--- config.mk ---
export PLATFORM = sky130hd
export DESIGN_NAME = mem_port_arbiter
export DESIGN_NICKNAME = d
export VERILOG_FILES = /design/src/rtl/mem_port_arbiter.sv
export SDC_FILE = /design/constraint.sdc
export NUM_CORES = 1
export LEC_CHECK = 0
export BUFFER_PORTS_ARGS = -buffer_cell sky130_fd_sc_hd__buf_2
export CELL_PAD_IN_SITES_DETAIL_PLACEMENT = 1
export CELL_PAD_IN_SITES_GLOBAL_PLACEMENT = 1
export CORE_ASPECT_RATIO = 1.2
export CORE_UTILIZATION = 15
export CTS_CLUSTER_SIZE = 12
export DETAILED_ROUTE_END_ITERATION = 8
export HOLD_SLACK_MARGIN = 0.03
export PLACE_DENSITY_LB_ADDON = 0.1
export REMOVE_ABC_BUFFERS = 1
export SYNTH_ARGS = -nofsm -noshare
export SYNTH_HDL_FRONTEND = slang
export SYNTH_SLANG_ARGS = --single-unit
--- constraint.sdc ---
create_clock -name clk_i -period 1.9 [get_ports clk_i]
set_clock_uncertainty 0.05 [all_clocks]
set_input_delay 0.38 -clock clk_i [delete_from_list [all_inputs] [get_ports clk_i]]
set_output_delay 0.38 -clock clk_i [all_outputs]
set_load 0.01 [all_outputs]
--- src/rtl/mem_port_arbiter.sv ---
// mem_port_arbiter
//
// Shares one single-port memory between the instruction-fetch and data ports
// of the core. All three sides use the req/gnt/rvalid handshake. Up to two
// accesses may be outstanding at the memory; a 2-entry owner FIFO remembers
// who issued each one so responses are routed back in order.
//
// Data has fixed priority over fetch. Defining MEM_ARB_STARVE_GUARD_EN adds a
// wait counter so that a fetch that has lost WAIT_MAX cycles in a row wins the
// next arbitration.
//
// Ports:
//   clk_i, rst_i                 clock, asynchronous active-high reset
//   instr_req_i/gnt_o/rvalid_o   fetch handshake
//   instr_addr_i, instr_rdata_o  fetch address / returned data
//   data_req_i/gnt_o/rvalid_o    load/store handshake
//   data_addr_i, data_we_i, data_be_i, data_wdata_i, data_rdata_o
//   mem_req_o/gnt_i/rvalid_i     memory handshake
//   mem_addr_o, mem_we_o, mem_be_o, mem_wdata_o, mem_rdata_i
module mem_port_arbiter #(
  parameter int ADDR_WIDTH = 22,
  parameter int DATA_WIDTH = 32,
  parameter int WAIT_MAX   = 4
) (
  input  logic                    clk_i,
  input  logic                    rst_i,

  input  logic                    instr_req_i,
  output logic                    instr_gnt_o,
  output logic                    instr_rvalid_o,
  input  logic [ADDR_WIDTH-1:0]   instr_addr_i,
  output logic [DATA_WIDTH-1:0]   instr_rdata_o,

  input  logic                    data_req_i,
  output logic                    data_gnt_o,
  output logic                    data_rvalid_o,
  input  logic [ADDR_WIDTH-1:0]   data_addr_i,
  input  logic                    data_we_i,
  input  logic [DATA_WIDTH/8-1:0] data_be_i,
  input  logic [DATA_WIDTH-1:0]   data_wdata_i,
  output logic [DATA_WIDTH-1:0]   data_rdata_o,

  output logic                    mem_req_o,
  input  logic                    mem_gnt_i,
  input  logic                    mem_rvalid_i,
  output logic [ADDR_WIDTH-1:0]   mem_addr_o,
  output logic                    mem_we_o,
  output logic [DATA_WIDTH/8-1:0] mem_be_o,
  output logic [DATA_WIDTH-1:0]   mem_wdata_o,
  input  logic [DATA_WIDTH-1:0]   mem_rdata_i
);

  // Owner FIFO: bit value 0 = instr, 1 = data.
  logic [1:0] owner_q;
  logic       wr_ptr;
  logic       rd_ptr;
  logic [1:0] fifo_cnt;
  logic       fifo_full;
  logic       fifo_empty;
  logic       push;
  logic       pop;
  logic       has_space;
  logic       head_data;

  logic       sel_lock;
  logic       lock_data;
  logic       sel_data;
  logic       xfer;

  assign fifo_full  = (fifo_cnt == 2'd2);
  assign fifo_empty = (fifo_cnt == 2'd0);
  assign pop        = mem_rvalid_i && !fifo_empty;
  // A response arriving this cycle frees a slot for a same-cycle grant.
  assign has_space  = !fifo_full || mem_rvalid_i;

`ifdef MEM_ARB_STARVE_GUARD_EN
  localparam int WCW = $clog2(WAIT_MAX + 1);
  localparam logic [WCW-1:0] WAIT_MAX_C = WCW'(WAIT_MAX);

  logic [WCW-1:0] wait_cnt;

  always_ff @(posedge clk_i or posedge rst_i) begin
    if (rst_i) begin
      wait_cnt <= '0;
    end else if (!instr_req_i || instr_gnt_o) begin
      wait_cnt <= '0;
    end else if (wait_cnt != WAIT_MAX_C) begin
      wait_cnt <= wait_cnt + 1'b1;
    end
  end
`else
  localparam int unused_wait_max = WAIT_MAX;
`endif

  always_comb begin
    sel_data = data_req_i;
    if (sel_lock) begin
      // A stalled request keeps the memory-side attributes frozen until granted.
      sel_data = lock_data;
    end else begin
`ifdef MEM_ARB_STARVE_GUARD_EN
      if (instr_req_i && (wait_cnt == WAIT_MAX_C)) begin
        sel_data = 1'b0;
      end
`endif
    end
  end

  assign mem_req_o   = (instr_req_i || data_req_i) && has_space && !rst_i;
  assign xfer        = mem_req_o && mem_gnt_i;
  assign push        = xfer;

  assign mem_addr_o  = sel_data ? data_addr_i : instr_addr_i;
  assign mem_we_o    = sel_data && data_we_i;
  assign mem_be_o    = sel_data ? data_be_i : '1;
  assign mem_wdata_o = sel_data ? data_wdata_i : '0;

  assign instr_gnt_o = xfer && !sel_data;
  assign data_gnt_o  = xfer && sel_data;

  assign head_data      = owner_q[rd_ptr];
  assign instr_rvalid_o = pop && !head_data;
  assign data_rvalid_o  = pop && head_data;
  assign instr_rdata_o  = instr_rvalid_o ? mem_rdata_i : '0;
  assign data_rdata_o   = data_rvalid_o ? mem_rdata_i : '0;

  always_ff @(posedge clk_i or posedge rst_i) begin
    if (rst_i) begin
      sel_lock  <= 1'b0;
      lock_data <= 1'b0;
    end else if (xfer) begin
      sel_lock  <= 1'b0;
    end else if (mem_req_o) begin
      sel_lock  <= 1'b1;
      lock_data <= sel_data;
    end
  end

  always_ff @(posedge clk_i or posedge rst_i) begin
    if (rst_i) begin
      owner_q  <= '0;
      wr_ptr   <= 1'b0;
      rd_ptr   <= 1'b0;
      fifo_cnt <= 2'd0;
    end else begin
      if (push) begin
        owner_q[wr_ptr] <= sel_data;
        wr_ptr          <= ~wr_ptr;
      end
      if (pop) begin
        rd_ptr <= ~rd_ptr;
      end
      case ({push, pop})
        2'b10:   fifo_cnt <= fifo_cnt + 2'd1;
        2'b01:   fifo_cnt <= fifo_cnt - 2'd1;
        default: fifo_cnt <= fifo_cnt;
      endcase
    end
  end

  // A response with nothing outstanding is dropped; flag it.
  always_ff @(posedge clk_i) begin
    if (!rst_i) begin
      assert (!(mem_rvalid_i && fifo_empty))
        else $warning("mem_port_arbiter: mem_rvalid_i with no outstanding access, response dropped");
    end
  end

endmodule

==> results of run 1 <==
[cells in the mapped netlist (all sizes together)]
cell | instances | area, sq um
nor2b | 1 | 8.760
a31oi | 2 | 12.51
nor2 | 5 | 21.27
o21bai | 1 | 7.510
nand2b | 4 | 25.02
o21a | 1 | 7.510
nand2 | 66 | 247.7
buf | 10 | 58.81
xor2 | 1 | 8.760
nand3 | 1 | 10.01
inv | 3 | 11.26
mux2 | 2 | 26.27
dfrtp | 8 | 200.2
o31ai | 1 | 7.510
o21ai | 1 | 8.760
ha | 1 | 12.51
o21ba | 1 | 10.01
clkbuf | 4 | 17.52
nand4 | 1 | 6.260
xnor2 | 4 | 35.03
o41ai | 1 | 8.760
or3b | 1 | 11.26
nor3b | 1 | 7.510
mux2i | 2 | 23.77
and2 | 97 | 606.8
[cells in the final DEF, fill, tap and decap left out]
cell         n
and2_1      65
and2_4      32
clkbuf_8     3
nor2_1       4
o41ai_1      1
o31ai_1      1
o21ba_2      1
nor2b_4      1
ha_1         1
dfrtp_1      6
inv_1        3
xnor2_1      4
nand2_2     20
clkbuf_16    5
nor3b_1      1
xor2_1       1
buf_4        5
nand3_2      1
mux2_1       1
o21bai_1     1
mux2i_2      1
nand4_1      1
buf_6       55
nor2_4       1
mux2i_4      1
mux2_4       2
nand2b_1     4
o21ai_4      1
nand2_4      8
a31oi_1      2
o21a_1       1
nand2_1     38
buf_12       5
or3b_4       1
buf_2      197
dfrtp_2      2
[cells by family (layout without fill, tap and decap cells)]
logic type	after synthesis	count (layout)	synth area share [%]
and+or+nand+nor	177	177	67.41
buffers and inverters	17	273	6.250
AOI/OAI and AO/OA	8	8	4.465
DFF	8	8	14.29
xor gates and xnor gates	5	5	3.125
muxes	4	5	3.571
adders and majority gates	1	1	0.8927
[path summary, 6_finish.rpt]
kind,from,to,slack [ns],depth (start not counted)
worst min register to register,owner_q[1],owner_q[1],0.47,1
min in group clk_i,mem_gnt_i,lock_data,0.47,3
worst max-delay path,sel_lock,mem_wdata_o[14],-0.05,4
worst min-delay path,rst_i,rd_ptr,0.08,2
max in group asynchronous,rst_i,sel_lock,1.45,2
worst max register to register,fifo_cnt[1],fifo_cnt[1],0.18,5
[cell type report]
| cell class | instances | area, sq um | share of cell area [%] |
|---|---|---|---|
| timing repair buffer | 267 | 1868 | 51.57 |
| tap | 120 | 150.1 | 4.145 |
| inverter | 3 | 11.26 | 0.3109 |
| sequential | 8 | 202.7 | 5.596 |
| clock buffer | 3 | 41.29 | 1.140 |
| multi-input combinational | 196 | 1349 | 37.24 |
[registers in the layout (all words and copies together) (netlist names)]
name,cells
fifo_cnt,2
owner_q,2
lock_data,1
rd_ptr,1
sel_lock,1
wr_ptr,1
[timing repair]
action | CTS | global route
hold buffers | 0 | 0
pin swaps | 0 | 55
cloned | 0 | 9
buffers inserted | 1 | 5
resized for setup | 15 | 116
endpoints found under the setup margin | 75 | 120
[where the power goes]
group | switching [W] | internal (W)
clock | 0.0000663 | 0.000137
combinational | 0.00169 | 0.00211
sequential | 0.000116 | 0.000259
[critical path: cells and delay by family, from the launching register on]
family,cells,cell delay (ns)
multiplexers,1,0.41
flip-flops,1,0.44
AND/OR/NAND/NOR,1,0.13
buffers and inverters,2,0.30
[per-stage QoR]
step	TNS, ns	total power, W	cell area (sq um)	hold WS (ns)
after floorplan	0	0.001678	1325	0.1457
after global placement	0	0.002981	2821	0.3119
after detailed placement	0	0.003003	2821	0.3304
after CTS	-0.3124	0.003340	2929	0.08436
after global routing	-9.167	0.004707	3622	0.1157
final	-1.578	0.004379	3622	0.07518
[routing by layer]
| layer | track usage (%) | up-vias | part of all wire [%] |
|---|---|---|---|
| met5 | 0 | - | 0 |
| met4 | 1.843 | 0 | 0.60 |
| met3 | 3.743 | 6 | 8.9 |
| met2 | 31.03 | 166 | 58 |
| met1 | 12.99 | 1123 | 32 |
| li1 | - | 1189 | - |
==> results.md, run 1 <==
- CP Launch Type: flop
- GRT Resource Usage Total: between 10% and 20%
- Area Growth Syn to Fin: 158.5%
- Maximum clock path buffer count: 2
- Worst Path Max Fanout: 8
- Die H: between 100 and 150 um
- Post-Syn Area per Cell: between 6 and 7 sq um
- First-iteration detailed-routing DRC count: 45
- Starting Density: between 10% and 20%
- Rows: 38
- Slew headroom: roughly 72%
- Post-route insts no fill: ~600
- Fmax achieved: 0.5135 GHz
- TritonCTS Sinks: 8
- Crit-path slowest cell: dfrtp_2
- GP Congestion: roughly 0.73
- Final #Nets: 599
- Max Slew Vio Count: 0
- Post-detail-place hpwl: approximately 6600 um
- CTS tree: built
- Vias in the first global route: 2,305
- Inst Count DP: 579
- Final setup violation count: 82
- Gate Count Post-Synth: 220
- Leakage: roughly 2.1 nW
- Slew @ Worst Pin: 0.4182 ns
- Ports: approximately 250
- CP Cell Sequence: mux2_4 -> clkbuf_16 -> and2_4 -> buf_6
- Netlist cell types: 31
- Unrepaired setup endpoints after global routing: yes
- Post-route ant nets: 0
- Pre-CTS WS: 0.1070 ns
- Ys Warns: 0
- Residual DRC: 0
- Fillers: about 1.1k
- Synth Register Bits: 8
- Post-Route Utilization: between 40 and 50%
- Inserted Clock Buffers: 3
- Worst-Skew Late Latency: about 0.23 ns
- Chip Width: between 90 and 100 um
- CP max stage delay: approximately 0.44 ns
- First-pass GRT wire length: around 11,000 um
- Data required, critical path: ~1.5 ns
- Hold WC Path Type: input pin to async pin
- Max Cap Viol: 0
- IO Port Bufs: between 200 and 250
- Hold Vio Cnt, Final: 0
- Drt pass-1 iters: 4
- Core area: around 9000 sq um
- H-tree levels: 1
- Arr. time, crit path: 1.52 ns
- Vias: approximately 2.5k
- WL per Instance: 14.30 um
- ANT cells: 0
- Seq/Total Area, Yosys: 14.29%
- Routed WL: approximately 8500 um
- PwrDens: 1209 nW/um^2
- Reg clk slew, reported paths: 0.04 ns
- Clock Tree Root: clkbuf_8
- Violated checks: negative setup slack
- Syn Std Cell Area: 1401 sq um
- Die area: just under 10,000 sq um
- Min Clock Period, post-route: around 1.9 ns
- Initial antenna violation count: 0
- WS Path Type: flop to primary output
- Critical Path Sink Type: primary output
- Status: complete, but fails checks
- Avg Vias per Cell: roughly 4.2
- Final WS setup: -0.04731 ns
- Total gr overflow: 0
- Share of cells above drive strength 1: a little under three quarters
- Max rail drop VDD: 0.5058 mV
- Largest net degree at the start of global routing: 35
- Final Cycle Share: 102.5%
No activity file was read; power rests on OpenSTA's default activity.
==> inputs of run 2 (changes only) <==
--- a/config.mk
+++ b/config.mk
@@ -8,7 +8,7 @@
 export BUFFER_PORTS_ARGS = -buffer_cell sky130_fd_sc_hd__buf_2
 export CELL_PAD_IN_SITES_DETAIL_PLACEMENT = 1
 export CELL_PAD_IN_SITES_GLOBAL_PLACEMENT = 1
-export CORE_ASPECT_RATIO = 1.2
+export CORE_ASPECT_RATIO = 2
 export CORE_UTILIZATION = 15
 export CTS_CLUSTER_SIZE = 12
 export DETAILED_ROUTE_END_ITERATION = 8
==> results.md, run 2 (synthesis gave the netlist of run 1 again) <==
- GRT Resource Usage Total: 14.38%
- WS Path Type: flop to primary output
- PwrDens: 1240 nW/um^2
- Post-detail-place hpwl: approximately 6500 um
- First-pass GRT wire length: between 10,000 and 15,000 um
- Residual DRC: 0
- Worst-case reg-to-reg path depth: 5
- Post-route ant nets: 0
- CTS tree: built
- Final setup violation count: approximately 80
- Commonest non-fill, non-tap cells in the layout: 212 x buf_2, 66 x nand2_1, 64 x and2_1
- Final Cycle Share: 102.5%
- H-tree levels: 1
- Fmax achieved: just over 0.5 GHz
- Chip Width: 70.35 um
- Worst-Skew Late Latency: roughly 0.23 ns
- Worst Path Buf+Inv: 2
- Final #Nets: around 600
- Slew @ Worst Pin: between 0.3 and 0.4 ns
- Violated checks: negative setup slack
- Die area: between 9000 and 10,000 sq um
- Max Slew Vio Count: 0
- Core area: 9012 sq um
- Rows: about 50
- Initial antenna violation count: 0
- Worst reg2reg setup slack: around 0.21 ns
- Starting Density: between 10% and 20%
- Data required, critical path: 1.47 ns
- Max Cap Viol: 0
- First-iteration detailed-routing DRC count: 20
- Hold Buf Count CTS: 0
- Fillers: ~1.2k
- Total gr overflow: 0
- Critical Path Sink Type: primary output
- Drt pass-1 iters: 2
- Maximum clock path buffer count: 2
- Clock Tree Root: clkbuf_16
- CP top delay family: multiplexers
- TritonCTS Sinks: 8
- IO Port Bufs: about 250
- Top Registers: fifo_cnt x2, owner_q x2
- Worst reg2reg startpoint: fifo_cnt[0]
- Inst Count DP: 560
- Commonest non-fill, non-tap cell in the layout: buf_2
- Worst Path Max Fanout: 5
- Area Growth Syn to Fin: 145.1%
- Crit-path slowest cell: mux2_2
- Reg clk slew, reported paths: 0.04 ns
- Arr. time, crit path: ~1.5 ns
- Post-Route Utilization: approximately two fifths
- GP Congestion: slightly above 0.8
- Largest net degree at the start of global routing: 34
- WL per Instance: approximately 14 um
- Final WS setup: -0.04660 ns
- Status: complete, but fails checks
- ANT cells: 0
- Routed WL: approximately 8400 um
- Avg Vias per Cell: 4.199
- Max rail drop VDD: about 0.47 mV
- Placed Area: 2791 sq um
- Worst hold margin: 0.07241 ns
- Slew headroom: between 70% and 80%
- Unrepaired setup endpoints after global routing: yes
- Inserted Clock Buffers: 3
- Worst R2R End: fifo_cnt[1]
- CP Launch Type: flop
- Die H: 138.7 um
- CP max stage delay: around 0.44 ns
- Hold WC Path Type: input pin to async pin
- Leakage: approximately 2.1 nW
- CP Cell Sequence: mux2_2 -> clkbuf_16 -> and2_4 -> buf_6
- Ports: between 200 and 250
- Post-route insts no fill: 578
- Pre-CTS WS: ~0.10 ns
- Min Clock Period, post-route: 1.947 ns
- Vias in the first global route: 2,347
- Hold Vio Cnt, Final: 0
- Share of cells above drive strength 1: about two thirds
- Vias: between 2k and 2.5k
- Fin area: ~3400 sq um
run 2: changes by cell type in the layout (fill, tap and decap cells not counted), sizes merged:
cell  delta
buf      -1
run 2: worst max-delay path by stage:
| stage | endpoint | from | cells past startpoint | slack, ns |
|---|---|---|---|---|
| floorplan | instr_rdata_o[0] | rd_ptr | 3 | 0.04 |
| global placement | fifo_cnt[1] | mem_rvalid_i | 6 | 0.16 |
| detailed placement | fifo_cnt[1] | mem_rvalid_i | 6 | 0.10 |
| CTS | mem_addr_o[3] | sel_lock | 6 | -0.03 |
| global route | instr_rdata_o[25] | rd_ptr | 5 | -0.12 |
| finish | mem_wdata_o[16] | sel_lock | 4 | -0.05 |
run 2: per-layer routing:
metal	routed length, um	vias up	GRT usage, %
li1	-	1184	-
met1	2420	1049	12.91
met2	4858	190	30.03
met3	1030	4	4.288
met4	54	0	2.526
met5	0	-	0
run 2: final cells by class:
class                           count  area [sq um]  area share, %
Tap cell                          102         127.6          3.716
Timing Repair Buffer              266          1772          51.58
Clock buffer                        3         75.07          2.186
Sequential cell                     8         203.9          5.938
Multi-Input combinational cell    196          1245          36.25
Inverter                            3         11.26         0.3279
run 2: where the power goes:
part	total, W	internal, W	leakage (nW)	switching [W]
sequential	0.000372	0.000262	0.0893	0.000110
clock	0.000353	0.000271	0.0370	0.0000814
combinational	0.00353	0.00195	1.94	0.00159
run 2: what timing repair did:
item | in CTS | in global routing
resized for setup | 19 | 64
gates cloned | 1 | 7
buffers inserted | 5 | 2
pin swaps | 8 | 24
endpoints found under the setup margin | 114 | 121
run 2: per-stage QoR:
stage	setup TNS (ns)	total power [W]
after floorplan	0	0.001678
after global placement	0	0.002966
after detailed placement	0	0.002980
after CTS	-0.6512	0.003611
after global routing	-8.975	0.004567
final	-1.407	0.004259
